$ cat src/rtl/bin_bcd_pkg.sv
// Shared types and helpers for the iterative binary-to-BCD converter.
// Holds the FSM state type, the BCD digit type and a constant function
// that reports how many decimal digits a binary width needs.
package bin_bcd_pkg;

  typedef enum logic [1:0] {
    IDLE = 2'd0,
    CONV = 2'd1,
    DONE = 2'd2
  } bcd_state_e;

  typedef logic [3:0] bcd_digit_t;

  localparam int MIN_BIN_W = 4;
  localparam int MAX_BIN_W = 32;

  // Number of decimal digits needed to print 2**width - 1.
  function automatic int bcd_digits_for(input int width);
    longint unsigned v;
    int              n;
    v = (64'd1 << width) - 64'd1;
    n = 0;
    while (v != 64'd0) begin
      v = v / 64'd10;
      n = n + 1;
    end
    return n;
  endfunction

endpackage

$ cat src/rtl/bcd_add3_digit.sv
// Per-digit correction used by the shift-and-add-3 (double dabble) step:
// any digit above 4 gets 3 added so the following left shift carries
// correctly into the next decimal digit.
module bcd_add3_digit
  import bin_bcd_pkg::*;
(
  input  bcd_digit_t digit_in,
  output bcd_digit_t digit_out
);

  // Add 3 to digits 5..15, pass 0..4 unchanged.
  always_comb begin
    digit_out = digit_in;
    if (digit_in > 4'd4) begin
      digit_out = digit_in + 4'd3;
    end
  end

endmodule

$ cat src/rtl/bin_to_bcd_iter.sv
// Iterative binary-to-BCD converter, one double-dabble step per clock.
// Valid/ready handshake on both sides; IDLE -> CONV (BIN_W shifts) -> DONE.
// Optional macro BIN_BCD_SIGNED_EN: bin_in is two's complement, the
// magnitude is converted and neg carries the sign. Without it the input is
// unsigned and neg is tied low.
module bin_to_bcd_iter
  import bin_bcd_pkg::*;
#(
  parameter int BIN_W  = 12,
  parameter int DIGITS = 4
) (
  input  logic                  clk,
  input  logic                  reset,
  input  logic                  in_valid,
  output logic                  in_ready,
  input  logic [BIN_W-1:0]      bin_in,
  output logic                  out_valid,
  input  logic                  out_ready,
  output logic [4*DIGITS-1:0]   bcd_out,
  output logic                  neg
);

  localparam int BCD_W = 4 * DIGITS;
  localparam int SR_W  = BCD_W + BIN_W;
  localparam int CNT_W = $clog2(BIN_W + 1);

  // Parameter sanity: width range and enough digits for the largest input.
  if ((BIN_W < MIN_BIN_W) || (BIN_W > MAX_BIN_W)) begin : g_bad_width
    $error("bin_to_bcd_iter: BIN_W=%0d outside 4..32", BIN_W);
  end
  if (DIGITS < bcd_digits_for(BIN_W)) begin : g_bad_digits
    $error("bin_to_bcd_iter: DIGITS=%0d too small for BIN_W=%0d", DIGITS, BIN_W);
  end

  bcd_state_e         state_q, state_d;
  logic [BCD_W-1:0]   bcd_q, bcd_d;
  logic [BIN_W-1:0]   bin_q, bin_d;
  logic [CNT_W-1:0]   cnt_q, cnt_d;
  logic               in_ready_q, in_ready_d;
  logic               out_valid_q, out_valid_d;
  logic [BCD_W-1:0]   bcd_out_q, bcd_out_d;

  logic [BCD_W-1:0]   bcd_corr;
  logic [SR_W-1:0]    sr_shift;
  logic [BIN_W-1:0]   operand;
  logic               accept;

  // Digit correction for the current BCD field, one instance per digit.
  for (genvar g = 0; g < DIGITS; g++) begin : g_digit
    bcd_add3_digit u_add3 (
      .digit_in  (bcd_q[4*g +: 4]),
      .digit_out (bcd_corr[4*g +: 4])
    );
  end

  // Whole {BCD, binary} register after correction and a one-bit left shift.
  assign sr_shift = {bcd_corr, bin_q} << 1;

  assign accept = in_valid && in_ready_q && (state_q == IDLE);

`ifdef BIN_BCD_SIGNED_EN
  logic neg_q, neg_d;

  // Two's-complement magnitude; the most negative value maps to 2**(BIN_W-1).
  always_comb begin
    operand = bin_in;
    if (bin_in[BIN_W-1]) begin
      operand = ~bin_in + BIN_W'(1);
    end
  end
`else
  assign operand = bin_in;
`endif

  // Next-state, datapath and registered-output computation.
  always_comb begin
    state_d     = state_q;
    bcd_d       = bcd_q;
    bin_d       = bin_q;
    cnt_d       = cnt_q;
    in_ready_d  = in_ready_q;
    out_valid_d = out_valid_q;
    bcd_out_d   = bcd_out_q;
`ifdef BIN_BCD_SIGNED_EN
    neg_d       = neg_q;
`endif
    unique case (state_q)
      IDLE: begin
        if (accept) begin
          state_d    = CONV;
          bin_d      = operand;
          bcd_d      = '0;
          cnt_d      = CNT_W'(BIN_W);
          in_ready_d = 1'b0;
`ifdef BIN_BCD_SIGNED_EN
          neg_d      = bin_in[BIN_W-1];
`endif
        end
      end
      CONV: begin
        bcd_d = sr_shift[SR_W-1 -: BCD_W];
        bin_d = sr_shift[BIN_W-1:0];
        if (cnt_q != '0) begin
          cnt_d = cnt_q - CNT_W'(1);
        end
        // The last shift lands the final digits straight in the output register.
        if (cnt_q <= CNT_W'(1)) begin
          state_d     = DONE;
          out_valid_d = 1'b1;
          bcd_out_d   = sr_shift[SR_W-1 -: BCD_W];
        end
      end
      DONE: begin
        if (out_ready) begin
          state_d     = IDLE;
          out_valid_d = 1'b0;
          bcd_out_d   = '0;
          in_ready_d  = 1'b1;
`ifdef BIN_BCD_SIGNED_EN
          neg_d       = 1'b0;
`endif
        end
      end
      default: begin
        state_d     = IDLE;
        out_valid_d = 1'b0;
        bcd_out_d   = '0;
        in_ready_d  = 1'b1;
      end
    endcase
  end

  // FSM and datapath state with asynchronous reset to an empty, idle block.
  always_ff @(posedge clk or posedge reset) begin
    if (reset) begin
      state_q     <= IDLE;
      bcd_q       <= '0;
      bin_q       <= '0;
      cnt_q       <= '0;
      in_ready_q  <= 1'b1;
      out_valid_q <= 1'b0;
      bcd_out_q   <= '0;
`ifdef BIN_BCD_SIGNED_EN
      neg_q       <= 1'b0;
`endif
    end else begin
      state_q     <= state_d;
      bcd_q       <= bcd_d;
      bin_q       <= bin_d;
      cnt_q       <= cnt_d;
      in_ready_q  <= in_ready_d;
      out_valid_q <= out_valid_d;
      bcd_out_q   <= bcd_out_d;
`ifdef BIN_BCD_SIGNED_EN
      neg_q       <= neg_d;
`endif
    end
  end

  assign in_ready  = in_ready_q;
  assign out_valid = out_valid_q;
  assign bcd_out   = bcd_out_q;
`ifdef BIN_BCD_SIGNED_EN
  assign neg       = neg_q;
`else
  assign neg       = 1'b0;
`endif

endmodule

$ cat config.mk
export PLATFORM = sky130hd
export DESIGN_NAME = bin_to_bcd_iter
export DESIGN_NICKNAME = d
export VERILOG_FILES = /design/src/rtl/bin_bcd_pkg.sv /design/src/rtl/bcd_add3_digit.sv /design/src/rtl/bin_to_bcd_iter.sv
export SDC_FILE = /design/constraint.sdc
export NUM_CORES = 1
export LEC_CHECK = 0
export CORE_MARGIN = 4
export CORE_UTILIZATION = 50
export CTS_CLUSTER_SIZE = 25
export DETAILED_ROUTE_END_ITERATION = 10
export PLACE_DENSITY = 0.88
export SETUP_SLACK_MARGIN = 0.5
export SLEW_MARGIN = 10
export SYNTH_ARGS = -nofsm -noshare
export SYNTH_HDL_FRONTEND = slang
export SYNTH_SLANG_ARGS = --single-unit
$ cat constraint.sdc
create_clock -name clk -period 1.4 [get_ports clk]
set_input_delay 0.14 -clock clk [delete_from_list [all_inputs] [get_ports clk]]
set_output_delay 0.14 -clock clk [all_outputs]
set_load 0.1 [all_outputs]
==> results of run 1 <==
-- worst reg2reg max path: cells and delay by family (launching register included) --
| kind | cells | cell delay (ns) |
|---|---|---|
| AND/OR/NAND/NOR | 2 | 0.40 |
| flip-flops | 1 | 0.41 |
| AO/OA/AOI/OAI | 1 | 0.19 |
| buffers and inverters | 3 | 0.46 |
| adder cells (fa/ha/maj) | 1 | 0.17 |
-- layout by cell type (no fill, tap or decap), types with 5 or more instances in the layout --
cell type,Yosys,layout
clkbuf_8,0,5
clkdlybuf4s50_1,0,15
inv_1,19,12
o211ai_1,7,7
buf_4,2,65
a21oi_1,6,5
ha_4,0,7
buf_6,1,20
or4_4,0,5
o21ai_2,0,8
or2_4,0,6
dfrtp_2,0,18
mux2i_1,15,14
buf_12,0,23
o21ai_1,1,18
dfrtp_1,51,33
nand2_1,12,10
o21ai_0,39,14
inv_2,0,6
-- power by group --
group / switching [µW] / internal (µW) / leakage, µW / total (µW)
Sequential: 792 / 2190 / 0.000634 / 2980
Combinational: 5190 / 4210 / 0.00135 / 9400
Clock: 520 / 536 / 0.0000524 / 1060
Total: 6500 / 6940 / 0.00204 / 13400
-- routing by layer --
metal,GRT usage [%],vias to the layer above,wire length (µm)
met2,53.07,327,6053
met5,0,-,0
met4,15.12,0,834
li1,-,1255,-
met1,32.43,1554,4419
met3,6.140,98,1271
-- cells by family after synthesis --
family,Yosys count
muxes,19
adders and majority gates,7
DFF,52
buffers and inverters,37
and+or+nand+nor,54
other,1
AOI/OAI and AO/OA,98
-- timing repair --
| item | 4_1_cts | 5_1_grt |
|---|---|---|
| resized for setup | 63 | 76 |
| buffers inserted | 23 | 24 |
| endpoints found under the setup margin | 70 | 70 |
| pin swaps | 23 | 24 |
| hold buffers | 0 | 0 |
| gates cloned | 4 | 2 |
-- flip-flops by register name, indices dropped and copies added (netlist names) --
register,cells
bcd_out,16
bcd_q,16
bin_q,12
cnt_q,4
in_ready,1
out_valid,1
state_q,2
-- metrics by stage --
stage	worst slack (ns)	area (µm²)	utilization (%)
after floorplan	-0.2169	2908	-
after global placement	-0.2811	3725	71.56
after detailed placement	-0.3587	3725	71.56
after CTS	-0.09439	4284	82.31
after global routing	-0.3936	4846	93.10
final	-0.3125	4846	93.10
-- worst min-delay path by stage --
stage	start	endpoint	slack (ns)	cells past startpoint
after floorplan	reset	bcd_q[0]$_DFFE_PP0P_	0.19	1
after global placement	bin_q[0]$_DFFE_PP0P_	bin_q[0]$_DFFE_PP0P_	0.48	1
after detailed placement	bin_q[0]$_DFFE_PP0P_	bin_q[0]$_DFFE_PP0P_	0.49	1
after CTS	reset	bcd_q[11]$_DFFE_PP0P_	0.18	2
after global routing	reset	bcd_q[11]$_DFFE_PP0P_	0.19	2
final	reset	bcd_q[11]$_DFFE_PP0P_	0.19	2
-- layout make-up --
type	instances	area, µm²	share of cell area [%]
sequential	52	1329	27.42
timing repair buffer	128	1431	29.54
multi-input combinational	182	1817	37.49
clock inverter	1	30.03	0.6197
tap	70	87.58	1.807
inverter	19	75.07	1.549
clock buffer	7	76.32	1.575
==> flow_summary.ini, run 1 <==
[detailed_routing]
post_drt_wl_per_cell_um = 27.41
totalWireLength_mm = 12.58
vias = 3234
dr.pass1.iters = 11
vias_per_cell = 7.046
antenna_left = 0
drtIter0Drc = 475
drc = 2

[finish]
antennaDiodeCount = 0
instances_no_fill = 459
area_growth_pct = 77.34
layout-drive-gt1-share_pct = 58.61
nFillCells = 167
final_nets = 411

[critical_path]
cp.arrival_ns = 1.93
critPathTopFamily = buffers and inverters
reg2reg_slack_ns = -0.31
cpPeakStageDelay_ns = 0.41
ff2ff_path_depth = 7
crit_start = cnt_q[1]$_DFFE_PP0P_
reg2reg_to = out_valid$_DFFE_PP0P_
r2r-start = cnt_q[1]$_DFFE_PP0P_
critPathLaunchType = flop
crit_type = flop to flop
crit_end = out_valid$_DFFE_PP0P_
cp_num_buf_inv = 3
end_kind = flop
cp.depth = 7
crit_chain = inv_2 > ha_4 > buf_6 > or2_4 > nand4_1 > buf_4 > a21oi_1
cp.required_ns = 1.62
cpMaxStageDelayCell = dfrtp_1
worst-path-max-fanout = 6

[synth]
synth_most_common_cell = dfrtp_1
synth_top_family_by_area = compound AO/OA/AOI/OAI gates
synth_fa_ha_area_share_pct = 3.205
async_flop_share_pct = 100.0
synth_common_cells = dfrtp_1, o21ai_0, inv_1
synth-simple-area-share_pct = 11.45
syn-cell-area_mm2 = 0.002733
yosysUniqueCellTypes = 45
synth_area_leader_cell = dfrtp_1
synth.top_cells.by_area = dfrtp_1, o21ai_0, mux2i_1, ha_1, inv_1
synthCells = 268
yosysWarnings = 0
synth-edff-count = 0
synth-seq-area-share_pct = 47.66
synth_flop_cell = dfrtp_1
netlist.area_leader.share_pct = 46.70
post_synth_xor_area_fraction_pct = 0
avgSynthCellArea_um2 = 10.20
synth_compound_area_share_pct = 24.63
synthesis.nets = 291
synth.ff_latch_count = 52
synth.mux.area_fraction_pct = 7.143

[pwr]
total_power_uw = 13440
max-vdd-ir-drop_mv = 2.234
p_leak_uw = 0.002037
p_per_area_mw_per_mm2 = 2774

[timing]
drv_slew = 0
fin_tns_setup_ns = -5.827
setup_violations = 49
timing.fmax_mhz = 583.9
hold-worst-slack_ns = 0.1948
finalWorstSetupSlack_ns = -0.3125
final.setup_skew_ns = 0.01666
rsz0062_at_grt = true
final-hold-violation-count = 0
post-route-period-util_pct = 122.3
finalCriticalPeriod_ns = 1.713

[clocking]
cts_root_buf = clkbuf_8
ctsLongestPathBuffers = 2
numCtsBuffers = 5
clk_pin_slew_ns = 0.10
h-tree-depth = 2
clock_latency_ns = 0.32
clock_sinks = 52
cts_tree = yes

[global_routing]
grt_max_degree = 23
overflow = 0
first_global_vias = 2940
grt_pass1_wl_mm = 14.66
grt_use_total_pct = 29.47
antenna_found_initial = 0

[die]
ios = 35
die_x_um = 81.93
num_rows = 26
start_util_pct = 52.50
die_height_um = 81.93
design.core.area_mm2 = 0.005205
die_area_mm2 = 0.006712

[status]
violations = DRC, setup timing
status = complete, but fails checks

[job]
cap_violations = 0

[placed_design]
dp.final_hpwl_mm = 5.520
finalWeightedCongestion = 0.9180
numPortBuffers = 33
place_inst = 398

[worst_hold_path]
hp-class = primary input to asynchronous set/reset pin
No activity file was read; power rests on OpenSTA's default activity.
==> inputs of run 2 (changes only) <==
Settings changed: CORE_ASPECT_RATIO from default to 0.7, CTS_CLUSTER_SIZE 25 to 30.
==> run 2 against run 1 <==
Against the previous run: the run ends with setup timing left; via count grew 2.0%; final cell count decreased by 0.65%; first-iteration DRC count shrank 15%; sequential share of layout area fell by 0.15 points; cell area up 0.65%.
==> flow_summary.ini, run 2 (synthesis results as in run 1) <==
[timing]
finalCriticalPeriod_ns = 1.855
final-hold-violation-count = 0
final.setup_skew_ns = 0.02113
timing.fmax_mhz = 539.1
post-route-period-util_pct = 132.5
rsz0062_at_grt = true
setup_violations = 50
fin_tns_setup_ns = -7.682
hold-worst-slack_ns = 0.06713
drv_slew = 0
finalWorstSetupSlack_ns = -0.4549

[placed_design]
numPortBuffers = 33
dp.final_hpwl_mm = 5.520
place_ws_ns = -0.3148
finalWeightedCongestion = 0.8407

[finish]
nFillCells = 155
layout-drive-gt1-share_pct = 61.72
antennaDiodeCount = 0
post-route-util_pct = 92.77
final_nets = 406
area_growth_pct = 78.48
layout_commonest_cell = buf_4
layout_common_cells = buf_4, dfrtp_1, buf_12, dfrtp_2, buf_6

[detailed_routing]
dr.pass1.iters = 5
totalWireLength_mm = 14.06
drc = 0
post_drt_wl_per_cell_um = 30.82
drtIter0Drc = 405
vias = 3299
vias_per_cell = 7.235
antenna_left = 0

[clocking]
clk_pin_slew_ns = 0.11
cts_root_buf = clkbuf_8
cts_tree = yes
numCtsBuffers = 5
clock_sinks = 52
h-tree-depth = 2
clock_latency_ns = 0.35
ctsLongestPathBuffers = 2

[critical_path]
crit_type = flop to flop
ff2ff_path_depth = 5
cp.arrival_ns = 2.14
end_kind = flop
critPathLaunchType = flop
worst-path-max-fanout = 3
cp.required_ns = 1.69

[status]
status = complete, but fails checks
violations = setup timing

[pwr]
clockPowerShare_pct = 8.0
power_frac_seq_pct = 22.3
swShare_pct = 49.62
max-vdd-ir-drop_mv = 2.421
comb_power_share_pct = 69.7
p_per_area_mw_per_mm2 = 2890
intPower_uw = 7101
p_sw_uw = 6994
p_leak_uw = 0.002014

[global_routing]
antenna_found_initial = 0
first_global_vias = 3019
grt_use_total_pct = 32.54
overflow = 0
grt_max_degree = 33
grt_pass1_wl_mm = 16.48
gr-usage-met2_pct = 51.42
top_usage_layer = met2
use_met3_pct = 7.966
grtUsageMet1_pct = 43.00

[die]
start_util_pct = 51.98
die_height_um = 69.85
die_area_mm2 = 0.006731
design.core.area_mm2 = 0.005258
die_x_um = 96.36
ios = 35
num_rows = 22

[job]
cap_violations = 0

[worst_hold_path]
hp-class = primary input to asynchronous set/reset pin
run 2: changes by cell type in the layout (fill, tap and decap cells not counted), moves of 4 or more:
cell      previous run  this run
o311ai_1             1         5
buf_4               65        59
o21ai_2              8        17
o21ai_0             14         2
o21ai_4              0         7
mux2i_1             14         9
o21ai_1             18        14
run 2: repair_timing:
item,CTS,global route
gates resized for setup,88,81
pin swaps,26,19
hold endpoints to repair,0,0
endpoints found under the setup margin,70,70
hold buffers,0,0
buffers inserted,28,12
gates cloned,5,3
run 2: final cells by class:
class / instances / area (µm²) / area share (%)
Timing Repair Buffer: 123 / 1415 / 29.01
Multi-Input combinational cell: 182 / 1859 / 38.12
Inverter: 19 / 75.07 / 1.539
Clock inverter: 2 / 35.03 / 0.7183
Tap cell: 72 / 90.09 / 1.847
Clock buffer: 6 / 72.57 / 1.488
Sequential cell: 52 / 1330 / 27.27
run 2: final timing paths:
kind,start,end,slack [ns]
min reg2reg,bin_q[3]$_DFFE_PP0P_,bin_q[3]$_DFFE_PP0P_,0.57
min,reset,bcd_out[11]$_DFFE_PP0P_,0.07
max in group asynchronous,reset,in_ready$_DFFE_PP1P_,0.81
min in group clk,bin_in[3],bin_q[3]$_DFFE_PP0P_,0.47
max,bcd_q[13]$_DFFE_PP0P_,bcd_out[15]$_DFFE_PP0P_,-0.45
max reg2reg,bcd_q[13]$_DFFE_PP0P_,bcd_out[15]$_DFFE_PP0P_,-0.45
run 2: critical path, cell delays in order (launching register included):
cell	delay, ns
dfrtp_1	0.43
inv_2	0.06
ha_2	0.19
or3b_2	0.45
a21oi_1	0.39
mux2_4	0.27
run 2: per-layer routing:
metal,wire length [µm],vias up
li1,-,1244
met1,4706,1585
met2,6227,364
met3,2022,106
met4,1098,0
met5,0,-
run 2: through the flow:
stage	power [µW]	instance area (µm²)	std cells
after CTS	11710	4389	441
after detailed placement	9184	3727	400
after global routing	14440	4877	456
final	14100	4877	456
after floorplan	6813	2908	268
after global placement	8941	3727	400
run 2: power groups by stage:
| stage | clock network (µW) | registers (µW) | logic (µW) |
|---|---|---|---|
| 2_1_floorplan | 0 | 4160 | 2650 |
| 3_3_place_gp | 0 | 2810 | 6130 |
| 3_5_place_dp | 0 | 2850 | 6340 |
| 4_1_cts | 1040 | 2860 | 7810 |
| 5_1_grt | 1180 | 3180 | 10100 |
| 6_report | 1120 | 3150 | 9830 |
